**src/rtl/time_set_ctrl.sv**
```systemverilog
// Time-of-day counter with RUN/SET_H/SET_M/SET_S adjustment FSM.
// Optional `HOURLY_CHIME_EN adds a one-cycle chime on each counted hour boundary.
module time_set_ctrl #(
  parameter int CLK_HZ = 100000000
) (
  input  logic        clk,
  input  logic        rst_n,
  input  logic        mode_btn,
  input  logic        inc_btn,
  input  logic        dec_btn,
  output logic [16:0] seconds,
  output logic [1:0]  state,
  output logic        sec_pulse,
  output logic        chime
);

  localparam int PW = (CLK_HZ > 1) ? $clog2(CLK_HZ) : 1;
  localparam logic [PW-1:0] PRE_MAX = PW'(CLK_HZ - 1);

  typedef enum logic [1:0] {
    RUN   = 2'd0,
    SET_H = 2'd1,
    SET_M = 2'd2,
    SET_S = 2'd3
  } mode_t;

  mode_t         state_q, state_d;
  logic [PW-1:0] prescaler;
  logic [16:0]   seconds_q, adj_seconds;
  logic          sec_pulse_q;
  logic          tick;
  logic [4:0]    hours;
  logic [5:0]    mins, secs;

  always_ff @(posedge clk) begin
    if (!rst_n) state_q <= RUN;
    else        state_q <= state_d;
  end

  always_comb begin
    state_d = state_q;
    if (mode_btn) begin
      case (state_q)
        RUN:     state_d = SET_H;
        SET_H:   state_d = SET_M;
        SET_M:   state_d = SET_S;
        default: state_d = RUN;
      endcase
    end
  end

  always_comb begin
    state = state_q;
  end

  assign hours = 5'(seconds_q / 17'd3600);
  assign mins  = 6'((seconds_q % 17'd3600) / 17'd60);
  assign secs  = 6'(seconds_q % 17'd60);
  assign tick  = (state_q == RUN) && (prescaler == PRE_MAX);

  // Each field wraps within itself, so the other fields are untouched.
  always_comb begin
    adj_seconds = seconds_q;
    case (state_q)
      SET_H: begin
        if (inc_btn) adj_seconds = (hours == 5'd23) ? seconds_q - 17'd82800 : seconds_q + 17'd3600;
        else         adj_seconds = (hours == 5'd0)  ? seconds_q + 17'd82800 : seconds_q - 17'd3600;
      end
      SET_M: begin
        if (inc_btn) adj_seconds = (mins == 6'd59) ? seconds_q - 17'd3540 : seconds_q + 17'd60;
        else         adj_seconds = (mins == 6'd0)  ? seconds_q + 17'd3540 : seconds_q - 17'd60;
      end
      SET_S: begin
        if (inc_btn) adj_seconds = (secs == 6'd59) ? seconds_q - 17'd59 : seconds_q + 17'd1;
        else         adj_seconds = (secs == 6'd0)  ? seconds_q + 17'd59 : seconds_q - 17'd1;
      end
      default: adj_seconds = seconds_q;
    endcase
  end

  always_ff @(posedge clk) begin
    if (!rst_n) begin
      seconds_q   <= 17'd0;
      prescaler   <= '0;
      sec_pulse_q <= 1'b0;
    end else begin
      sec_pulse_q <= 1'b0;
      if (state_q == RUN) begin
        if (tick) begin
          prescaler   <= '0;
          seconds_q   <= (seconds_q == 17'd86399) ? 17'd0 : seconds_q + 17'd1;
          sec_pulse_q <= 1'b1;
        end else begin
          prescaler <= prescaler + 1'b1;
        end
      end else begin
        prescaler <= '0;
        // mode_btn wins; simultaneous inc and dec cancel out.
        if (!mode_btn && (inc_btn ^ dec_btn)) seconds_q <= adj_seconds;
      end
    end
  end

  assign seconds   = seconds_q;
  assign sec_pulse = sec_pulse_q;

`ifdef HOURLY_CHIME_EN
  logic chime_q;

  always_ff @(posedge clk) begin
    if (!rst_n) chime_q <= 1'b0;
    else        chime_q <= tick && (mins == 6'd59) && (secs == 6'd59);
  end

  assign chime = chime_q;
`else
  assign chime = 1'b0;
`endif

endmodule

```
**config.mk**
```make
export PLATFORM = sky130hd
export DESIGN_NAME = time_set_ctrl
export DESIGN_NICKNAME = d
export VERILOG_FILES = /design/src/rtl/time_set_ctrl.sv
export SDC_FILE = /design/constraint.sdc
export NUM_CORES = 1
export LEC_CHECK = 0
export BUFFER_PORTS_ARGS = -buffer_cell sky130_fd_sc_hd__buf_4
export CAP_MARGIN = 20
export CELL_PAD_IN_SITES_DETAIL_PLACEMENT = 1
export CELL_PAD_IN_SITES_GLOBAL_PLACEMENT = 1
export CORE_MARGIN = 2
export CORE_UTILIZATION = 52
export CTS_CLUSTER_DIAMETER = 100
export DETAILED_ROUTE_END_ITERATION = 10
export HOLD_SLACK_MARGIN = 0.08
export PLACE_DENSITY_LB_ADDON = 0.1
export SLEW_MARGIN = 30
export SYNTH_ARGS = -nofsm -noshare
export SYNTH_HDL_FRONTEND = slang
export SYNTH_SLANG_ARGS = --single-unit
```
**constraint.sdc**
```tcl
create_clock -name clk -period 13.8 [get_ports clk]
set_clock_uncertainty 0.05 [all_clocks]
set_input_delay 2.76 -clock clk [delete_from_list [all_inputs] [get_ports clk]]
set_output_delay 2.76 -clock clk [all_outputs]
set_load 0.005 [all_outputs]
```
# ---- Yosys cells after proc, flatten, opt, wreduce, memory -nomap -nowiden
# Cells that the tools add are included.
dict set report op_classes {
  n_mux 16
  shift 0
  n_reduce_logical 12
  n_mul 0
  eq_ne 9
  div_mod_pow 4
  add_sub_neg 13
  n_bitwise 3
  n_lt_le_gt_ge 0
}
# op count
set op_table {}
lappend op_table {{17-bit two-way mux} 13}
lappend op_table {{17-bit one-hot mux with 3 select lines} 1}
lappend op_table {{17-bit by 12-bit adder with 17-bit output (second input constant)} 2}
lappend op_table {{17-bit by 6-bit adder with 17-bit output (second input constant)} 2}
lappend op_table {{17-bit by 12-bit subtractor with 17-bit output (second input constant)} 2}
lappend op_table {{17-bit by 6-bit subtractor with 17-bit output (second input constant)} 2}
lappend op_table {{27-bit by 1-bit adder with 27-bit output (second input constant)} 1}
lappend op_table {{27-bit equality test (second input constant)} 1}
lappend op_table {{17-bit by 1-bit adder with 17-bit output (second input constant)} 1}
lappend op_table {{17-bit adder (second input constant)} 1}
lappend op_table {{17-bit by 12-bit divider with 17-bit output (second input constant)} 1}
lappend op_table {{17-bit by 6-bit divider with 17-bit output (second input constant)} 1}
lappend op_table {{17-bit equality test (second input constant)} 1}
lappend op_table {{17-bit by 12-bit remainder unit with 17-bit output (second input constant)} 1}
lappend op_table {{17-bit by 6-bit remainder unit with 17-bit output (second input constant)} 1}
lappend op_table {{17-bit by 1-bit subtractor with 17-bit output (second input constant)} 1}
lappend op_table {{17-bit subtractor (second input constant)} 1}
lappend op_table {{6-bit equality test (second input constant)} 2}
lappend op_table {{6-bit logical NOT} 2}
lappend op_table {{2-bit one-hot mux with 3 select lines} 1}
lappend op_table {{5-bit equality test (second input constant)} 1}
lappend op_table {{5-bit logical NOT} 1}
lappend op_table {{2-bit equality test (second input constant)} 2}
lappend op_table {{4-bit nonzero test} 1}
lappend op_table {{other kinds (12)} 14}
dict set report word_totals {
  mem_bits_ro 0
  latch_bits 0
  ramBits 0
  out_inout_bits 21
  mem_count 0
  reg_bits 47
  word_cells 61
}

# ---- Longest topological paths before layout
# Gate-level depths: netlist (run 1).
dict set report logic_depth {
  depth_word 8
  depth_mapped 44
}

# ---- Least setup slack after synthesis (run 1)
# No wires, ideal clock.
dict set report synth_timing {
  kind {flip-flop to flip-flop}
  from {register seconds_q[10] (netlist: seconds[10])}
  to {register seconds_q[16] (netlist: seconds[16])}
  required_ps 13626
  setup_ps 124
  arrival_time_ps 9023
  synth_period_minus_slack_ps 9197
  n_path_buf 2
  stages_incl_launch_ff 42
  setup_slack_ps 4603
  cell_sequence {dfxtp_1 > buf_6 > or4_4 > buf_6 > nand3_4 > nand2_4 > or4_4 > a211oi_4 > nand3_4 > a22o_4 > o31a_1 > a211o_1 > a221oi_4 > a211oi_2 > or2_4 > a221o_1 > nor4_2 > a211oi_1 > [... 6 more ...] > a311oi_4 > inv_1 > ha_1 > a21oi_1 > o21bai_1 > a21o_1 > a21o_1 > a21o_1 > a21o_1 > a21oi_1 > o21bai_1 > a21oi_1 > o21bai_1 > a21o_1 > a21oi_1 > xnor2_1 > xnor2_1 > o22ai_1}
}
dict set report synth_between {
  elab_chain_len 8
}
# element line
set synth_lines {}
lappend synth_lines {{start: declaration} 29} ;# logic [16:0] seconds_q, adj_seconds;
lappend synth_lines {{start signal: assignment} 91} ;# seconds_q <= (seconds_q == 17'd86399) ? 17'd0 : seconds_q + 17'd1;
lappend synth_lines {{start signal: assignment} 99} ;# if (!mode_btn && (inc_btn ^ dec_btn)) seconds_q <= adj_seconds;
lappend synth_lines {{17-bit by 12-bit remainder unit with 17-bit output} 57} ;# assign mins = 6'((seconds_q % 17'd3600) / 17'd60);
lappend synth_lines {{17-bit by 6-bit divider with 17-bit output} 57}
lappend synth_lines {{6-bit equality test / 6-bit logical NOT (equally long branches)} {70, 71}}
lappend synth_lines {{17-bit two-way mux, on equally long branches} {70, 71}}
lappend synth_lines {{17-bit two-way mux} 70} ;# if (inc_btn) adj_seconds = (mins == 6'd59) ? seconds_q - 17'd3540 : seconds_q + 17'd60;
lappend synth_lines {{17-bit one-hot mux with 3 select lines} 64} ;# case (state_q)
lappend synth_lines {{17-bit two-way mux} 99}
lappend synth_lines {{17-bit two-way mux (*)} 88} ;# if (state_q == RUN) begin
# Mark *: on every way between the ends. The rest lies on a longest branch, timed or not. The select of a mux whose other input is x is not followed.
# A chain may end at the register's enable or synchronous reset.

# ---- Worst setup path in the final report (run 1)
dict set report layout_timing {
  from {register seconds_q[13] (netlist: seconds[13])}
  to {register seconds_q[15] (netlist: seconds[15])}
}
# The elaborated chain is that of the path after synthesis.

==> summary.md, run 1 <==
| Metric | Value |
|---|---|
| Worst EP required | `13.92 ns` |
| Reg2reg start | `seconds[13]` |
| Initial core utilization | `0.531` |
| Yosys top cell area share | `0.112` |
| CP arrival | `11.49 ns` |
| Reg2Reg Setup Slack | `2.43 ns` |
| Endpoints failing hold | `0` |
| Row count | `46` |
| Clock-pin slew on the worst setup and hold paths | `0.08 ns` |
| Mapped cell area | `8430 um^2` |
| CTS root buffer | `clkbuf_16` |
| Die H | `131 um` |
| Grt met1 use | `0.430` |
| Peak VDD IR | `0.0000475 V` |
| Vias in the first global route | `9,631` |
| Crit Path Max Fanout | `26` |
| Internal power | `0.317 mW` |
| Bufs on Longest Clock Path | `2` |
| Nets | `1,229` |
| Hold_buf cts | `0` |
| Syn Area/Cell | `7.04 um^2` |
| DIE AREA | `17,200 um^2` |
| Final setup viols | `0` |
| Worst hold path class | `register to register` |
| Port bufs | `24` |
| Max Cap Viol | `0` |
| Yosys synthesis warning count | `0` |
| Setup crit end kind | `register` |
| Status | `finished, final reports clean` |
| Crit path kind | `register to register` |
| Pwr Density | `60.5 nW/um^2` |
| Top cells by count, synth | `nor2_1 (119), a21oi_1 (86), nand2_1 (82)` |
| GRT Util Overall | `0.332` |
| Share of layout cells above drive strength 1 | `0.0931` |
| Post-Route WL | `29.2 mm` |
| Seq/Total Area, Yosys | `0.112` |
| Post-Syn Instances | `1,198` |
| Post-place setup slack | `2.78 ns` |
| Worst Min Path Start | `prescaler[0]` |
| RSZ-0062 raised after global routing | `false` |
| Sequential fraction of design power | `0.262` |
| PostCTS Resize Cnt | `0` |
| R2R cell count | `40` |
| GRT busiest layer | `met2` |
| CP Launch Type | `register` |
| Grt ovf | `0` |
| Worst hold endpoint | `prescaler[0]` |
| Tcrit/Tclk final | `0.824` |
| Number of synthesized flops with an enable pin | `0` |
| Fmax achieved | `88.0 MHz` |
| Core Area | `15,900 um^2` |
| Number of fill cells | `2,117` |
| Detailed-placement wirelength estimate | `21.9 mm` |
| Post-synth top area cell | `dfxtp_1` |
| # diodes | `0` |
| M2 GR Usage | `0.576` |
| Vias per cell | `6.84` |
| Clock power share | `0.274` |
| Post-CTS Setup Bufs | `0` |
| WL/cell | `20.9 um` |
| Global-route wire length before repair | `48.6 mm` |
| Met3 usage | `0.0293` |
| Setup TNS | `0 ns` |
| Asr flop ratio synth | `0` |
| Fin crit period | `11.37 ns` |
| Library cells used by synthesis | `105` |
| Largest net degree at the start of global routing | `34` |
| Gpl congestion | `0.963` |
| ANT nets after route | `0` |
| Post-synthesis register bit count | `47` |
| I/O pin cnt | `26` |
| Vias | `9,561` |
| Top post-synthesis cells by area | `dfxtp_1 (11%), ha_1 (6.1%), xnor2_1 (5.7%)` |
| LEAKAGE | `3.44 nW` |
| Hold path depth | `1` |
| Syn Nets | `1,246` |
| CTS buffer count | `5` |
| Iter 0 DRT Violations | `722` |
| Net switching fraction of the power | `0.413` |
| Initial antenna violation count | `0` |
| Final-report max-slew violation count | `0` |
| Relative slew slack | `0.403` |
| Dominant synthesized flop cell | `dfxtp_1` |
| Slowest-stage cell, CP | `a2111oi_0` |
| Clk sinks | `47` |
| Worst r2r dst | `seconds[15]` |
| DRC | `0` |
| Area growth, synth to finish | `6.03%` |
| DR pass1 iterations | `6` |
| Fin worst setup slack | `2.43 ns` |
| Combinational power share | `0.464` |
| H-tree depth | `2` |
| CTS tree | `done` |
| NetSw | `0.223 mW` |
| Worst-margin pin slew | `0.872 ns` |
| Max stage delay on crit path | `0.81 ns` |
| Worst skew pair latency | `0.30 ns` |
| Worst path most repeated cell | `a21oi_1` |
| Die width | `131 um` |
| Most common cell in the synthesized netlist | `nor2_1` |
## registers in the layout, indices dropped and copies added (netlist names)
name       cells
prescaler     27
seconds       17
state          2
sec_pulse      1
## critical path, delay by kind of cell (launching register included)
family / cells / cell delay [ns]
compound gates: 31 / 8.60
simple gates: 4 / 0.88
buf+inv: 3 / 0.68
flops: 1 / 0.57
fa+ha+maj: 1 / 0.34
xor+xnor: 1 / 0.09
## worst max-delay path by stage
stage	startpoint	to	slack, ns
detailed placement	seconds[13]	seconds[15]	2.78
CTS	seconds[13]	seconds[15]	2.75
finish	seconds[13]	seconds[15]	2.43
floorplan	seconds[10]	seconds[16]	4.60
global route	seconds[13]	seconds[15]	1.62
global placement	seconds[15]	seconds[16]	3.19
## metal layers
layer,up-vias,wire length (um)
met4,0,793
met1,4686,13100
met2,300,14000
met3,63,1360
li1,4512,-
met5,-,0
## kinds of logic (layout without fill, tap and decap cells)
family,after synthesis,count (layout),share of synthesized area
other,1,1,0.000445
multiplexers,14,14,0.0169
flip-flops,47,47,0.112
buffers and inverters,103,87,0.0499
AND/OR/NAND/NOR,440,440,0.269
XOR/XNOR,90,90,0.0935
AO/OA/AOI/OAI,457,457,0.389
adder cells (fa/ha/maj),46,46,0.0693
## layout by cell type (no fill, tap or decap), types with 8 or more instances in the layout
cell type | Yosys | routed
nor2_1 | 119 | 119
a21oi_1 | 86 | 86
nand2_1 | 82 | 82
o21ai_0 | 77 | 77
xnor2_1 | 55 | 55
nand3_1 | 53 | 52
dfxtp_1 | 47 | 47
buf_4 | 1 | 42
ha_1 | 41 | 41
a21o_1 | 37 | 37
nor3_1 | 35 | 35
xor2_1 | 35 | 35
inv_1 | 31 | 31
and3_1 | 27 | 27
o22ai_1 | 22 | 22
nor2b_1 | 18 | 18
a31oi_1 | 18 | 18
a211oi_1 | 17 | 17
o211ai_1 | 17 | 17
and2_1 | 16 | 16
o21a_1 | 15 | 15
nand4_1 | 15 | 15
o21bai_1 | 15 | 15
nand2b_1 | 14 | 14
a221oi_1 | 12 | 12
mux2i_1 | 12 | 12
o21ai_1 | 11 | 11
nor4_1 | 10 | 10
a22oi_1 | 10 | 10
or2_2 | 10 | 10
o31ai_1 | 10 | 9
a221o_1 | 9 | 9
a211o_1 | 8 | 8
or3_1 | 8 | 8
## layout make-up
class	instances	area (um^2)	share of cell area
Multi-Input combinational cell	1048	7100	0.794
Sequential cell	47	941	0.105
Timing Repair Buffer	43	320	0.0358
Tap cell	216	270	0.0302
Inverter	36	135	0.0151
Clock buffer	5	125	0.0140
Clock inverter	3	47.5	0.00532
## power by group through the flow
stage	sequential (mW)	combinational (mW)	clock, mW
after floorplan	0.144	0.186	0
after global placement	0.144	0.237	0
after detailed placement	0.144	0.245	0
after CTS	0.141	0.247	0.149
after global routing	0.142	0.276	0.153
final	0.141	0.251	0.148
## per-stage QoR
stage / hold slack, ns / instances / util / instance area, um^2 / total power, mW
floorplan: 0.380 / 1198 / - / 8430 / 0.330
global placement: 0.389 / 1389 / 0.551 / 8750 / 0.381
detailed placement: 0.418 / 1389 / 0.551 / 8750 / 0.389
CTS: 0.435 / 1397 / 0.562 / 8930 / 0.537
global route: 0.482 / 1398 / 0.563 / 8940 / 0.571
finish: 0.431 / 1398 / 0.563 / 8940 / 0.541
No activity file was read; power rests on OpenSTA's default activity.
==> inputs of run 2 (changes only) <==
- CORE_UTILIZATION: 52 -> 48
- clock period: 13.8 -> 10.7 ns (I/O delays scaled with it)
==> run 2 against run 1 <==
Effect of this change: critical path depth unchanged; global-route usage shrank 2.2 points; wire length grew 0.76%; power increased by 31%; sequential power up 30%; sequential share of layout area fell by 0.32 points; worst setup slack lost 1.8 ns; clock power grew 28%; largest cell class unchanged.
==> summary.md, run 2 (synthesis gave the netlist of run 1 again) <==
| Metric | Value |
|---|---|
| Status | `finished, final reports clean (unchanged)` |
| Fmax achieved | `99.0 MHz (was 88.0 MHz)` |
| Worst-margin pin slew | `0.930 ns (was 0.872 ns)` |
| Internal power | `0.416 mW (was 0.317 mW)` |
| Area growth, synth to finish | `10.1% (was 6.03%)` |
| Endpoints failing hold | `0 (unchanged)` |
| Worst EP required | `10.84 ns (was 13.92 ns)` |
| Core Area | `17,200 um^2 (was 15,900 um^2)` |
| Fin crit period | `10.10 ns (was 11.37 ns)` |
| Grt ovf | `0 (unchanged)` |
| Worst skew pair latency | `0.30 ns (about the same)` |
| NetSw | `0.293 mW (was 0.223 mW)` |
| CP bufs+invs | `2 (was 3)` |
| Pwr Density | `76.4 nW/um^2 (was 60.5 nW/um^2)` |
| Max FFs per register | `27 (unchanged)` |
| Bufs on Longest Clock Path | `2 (unchanged)` |
| Most common cell after layout, fill and taps aside | `nor2_1 (unchanged)` |
| Setup crit end kind | `register (unchanged)` |
| Relative slew slack | `0.375 (was 0.403)` |
| Iter 0 DRT Violations | `585 (was 722)` |
| Crit path kind | `register to register (unchanged)` |
| Post-Route WL | `29.4 mm (was 29.2 mm)` |
| Gpl congestion | `0.934 (was 0.963)` |
| Finished Layout Cells | `1,431 (was 1,398)` |
| Sequential fraction of design power | `0.260 (was 0.262)` |
| Initial antenna violation count | `0 (unchanged)` |
| Clock-pin slew on the worst setup and hold paths | `0.08 ns (about the same)` |
| Number of fill cells | `2,256 (was 2,117)` |
| Clock power share | `0.268 (was 0.274)` |
| Most frequent cells in the layout | `nor2_1 (118), nand2_1 (82), a21oi_1 (82) (was nor2_1 (119), a21oi_1 (86), nand2_1 (82))` |
| Max Cap Viol | `0 (unchanged)` |
| H-tree depth | `2 (unchanged)` |
| Max stage delay on crit path | `0.68 ns (was 0.81 ns)` |
| Vias | `9,587 (was 9,561)` |
| Worst hold path class | `register to register (unchanged)` |
| Detailed-placement wirelength estimate | `22.2 mm (was 21.9 mm)` |
| Reg area | `947 um^2 (was 941 um^2)` |
| Largest Register | `prescaler (unchanged)` |
| Slowest-stage cell, CP | `or4_4 (was a2111oi_0)` |
| CP arrival | `10.24 ns (was 11.49 ns)` |
| Peak VDD IR | `0.0000657 V (was 0.0000475 V)` |
| Final-report max-slew violation count | `0 (unchanged)` |
| Post-place setup slack | `0.323 ns (was 2.78 ns)` |
| Vias per cell | `6.70 (was 6.84)` |
| CTS tree | `done (unchanged)` |
| Hold_buf cts | `0 (unchanged)` |
| Vias in the first global route | `9,463 (was 9,631)` |
| Initial core utilization | `0.489 (was 0.531)` |
| LEAKAGE | `3.61 nW (was 3.44 nW)` |
| Clk sinks | `47 (unchanged)` |
| CTS buffer count | `5 (unchanged)` |
| CP Launch Type | `register (unchanged)` |
| ANT nets after route | `0 (unchanged)` |
| Port bufs | `24 (unchanged)` |
| Placed cell areas | `8860 um^2 (was 8750 um^2)` |
| Share of layout cells above drive strength 1 | `0.131 (was 0.0931)` |
| # diodes | `0 (unchanged)` |
| Largest net degree at the start of global routing | `28 (was 34)` |
| DIE AREA | `18,600 um^2 (was 17,200 um^2)` |
| Nets | `1,253 (was 1,229)` |
| Placed Cells | `1,411 (was 1,389)` |
| Final setup viols | `0 (unchanged)` |
| Die width | `137 um (was 131 um)` |
| Combinational power share | `0.473 (was 0.464)` |
| WL/cell | `20.6 um (was 20.9 um)` |
| DR pass1 iterations | `5 (was 6)` |
| GRT Util Overall | `0.310 (was 0.332)` |
| Design area | `9280 um^2 (was 8940 um^2)` |
| Global-route wire length before repair | `47.9 mm (was 48.6 mm)` |
| I/O pin cnt | `26 (unchanged)` |
| CTS root buffer | `clkbuf_16 (unchanged)` |
| Die H | `137 um (was 131 um)` |
| Setup TNS | `0 ns (unchanged)` |
| Net switching fraction of the power | `0.413 (about the same)` |
| DRC | `0 (unchanged)` |
| Family with the most delay on the worst path | `compound AO/OA/AOI/OAI gates (unchanged)` |
| Tcrit/Tclk final | `0.944 (was 0.824)` |
| Fin worst setup slack | `0.596 ns (was 2.43 ns)` |
| Row count | `48 (was 46)` |
| Area occupied by multi-input gates | `7240 um^2 (was 7100 um^2)` |
| Crit Path Max Fanout | `10 (was 26)` |
-- run 2: per-layer routing --
metal  global-route usage  wire [um]  share of wire  vias up
met5                    0          0              0        -
met4               0.0775        516          0.018        0
met1                0.421      13600           0.46     4697
met2                0.530      14100           0.48      276
li1                     -          -              -     4563
met3               0.0256       1250          0.042       51
-- run 2: through the flow --
stage | total power, mW | hold WS, ns | utilization
floorplan | 0.426 | 0.380 | -
global placement | 0.498 | 0.391 | 0.514
detailed placement | 0.506 | 0.402 | 0.514
CTS | 0.697 | 0.417 | 0.524
global route | 0.746 | 0.444 | 0.538
finish | 0.709 | 0.416 | 0.538
-- run 2: power groups by stage --
stage               clock (mW)  combinational (mW)  sequential (mW)
floorplan                    0               0.240            0.186
global placement             0               0.310            0.188
detailed placement           0               0.318            0.188
CTS                      0.192               0.321            0.184
global route             0.197               0.365            0.185
finish                   0.190               0.335            0.184
-- run 2: timing repair --
| item | CTS | global route |
|---|---|---|
| setup buffers | 0 | 12 |
| gates resized for setup | 0 | 34 |
| endpoints found under the setup margin | 0 | 6 |
-- run 2: final timing paths --
| check | startpoint | endpoint | slack, ns | depth (start not counted) |
|---|---|---|---|---|
| max | seconds[9] | seconds[16] | 0.60 | 40 |
| min | prescaler[0] | prescaler[0] | 0.42 | 1 |
| min reg2reg | prescaler[0] | prescaler[0] | 0.42 | 1 |
| max reg2reg | seconds[9] | seconds[16] | 0.60 | 40 |
-- run 2: cell type report --
type                    count  share of cell area
well taps                 225              0.0303
repair buffers             67              0.0542
clock buffers               5              0.0135
inverters                  36              0.0150
clock inverters             3             0.00512
multi-input cells        1048               0.780
flip-flops and latches     47               0.102
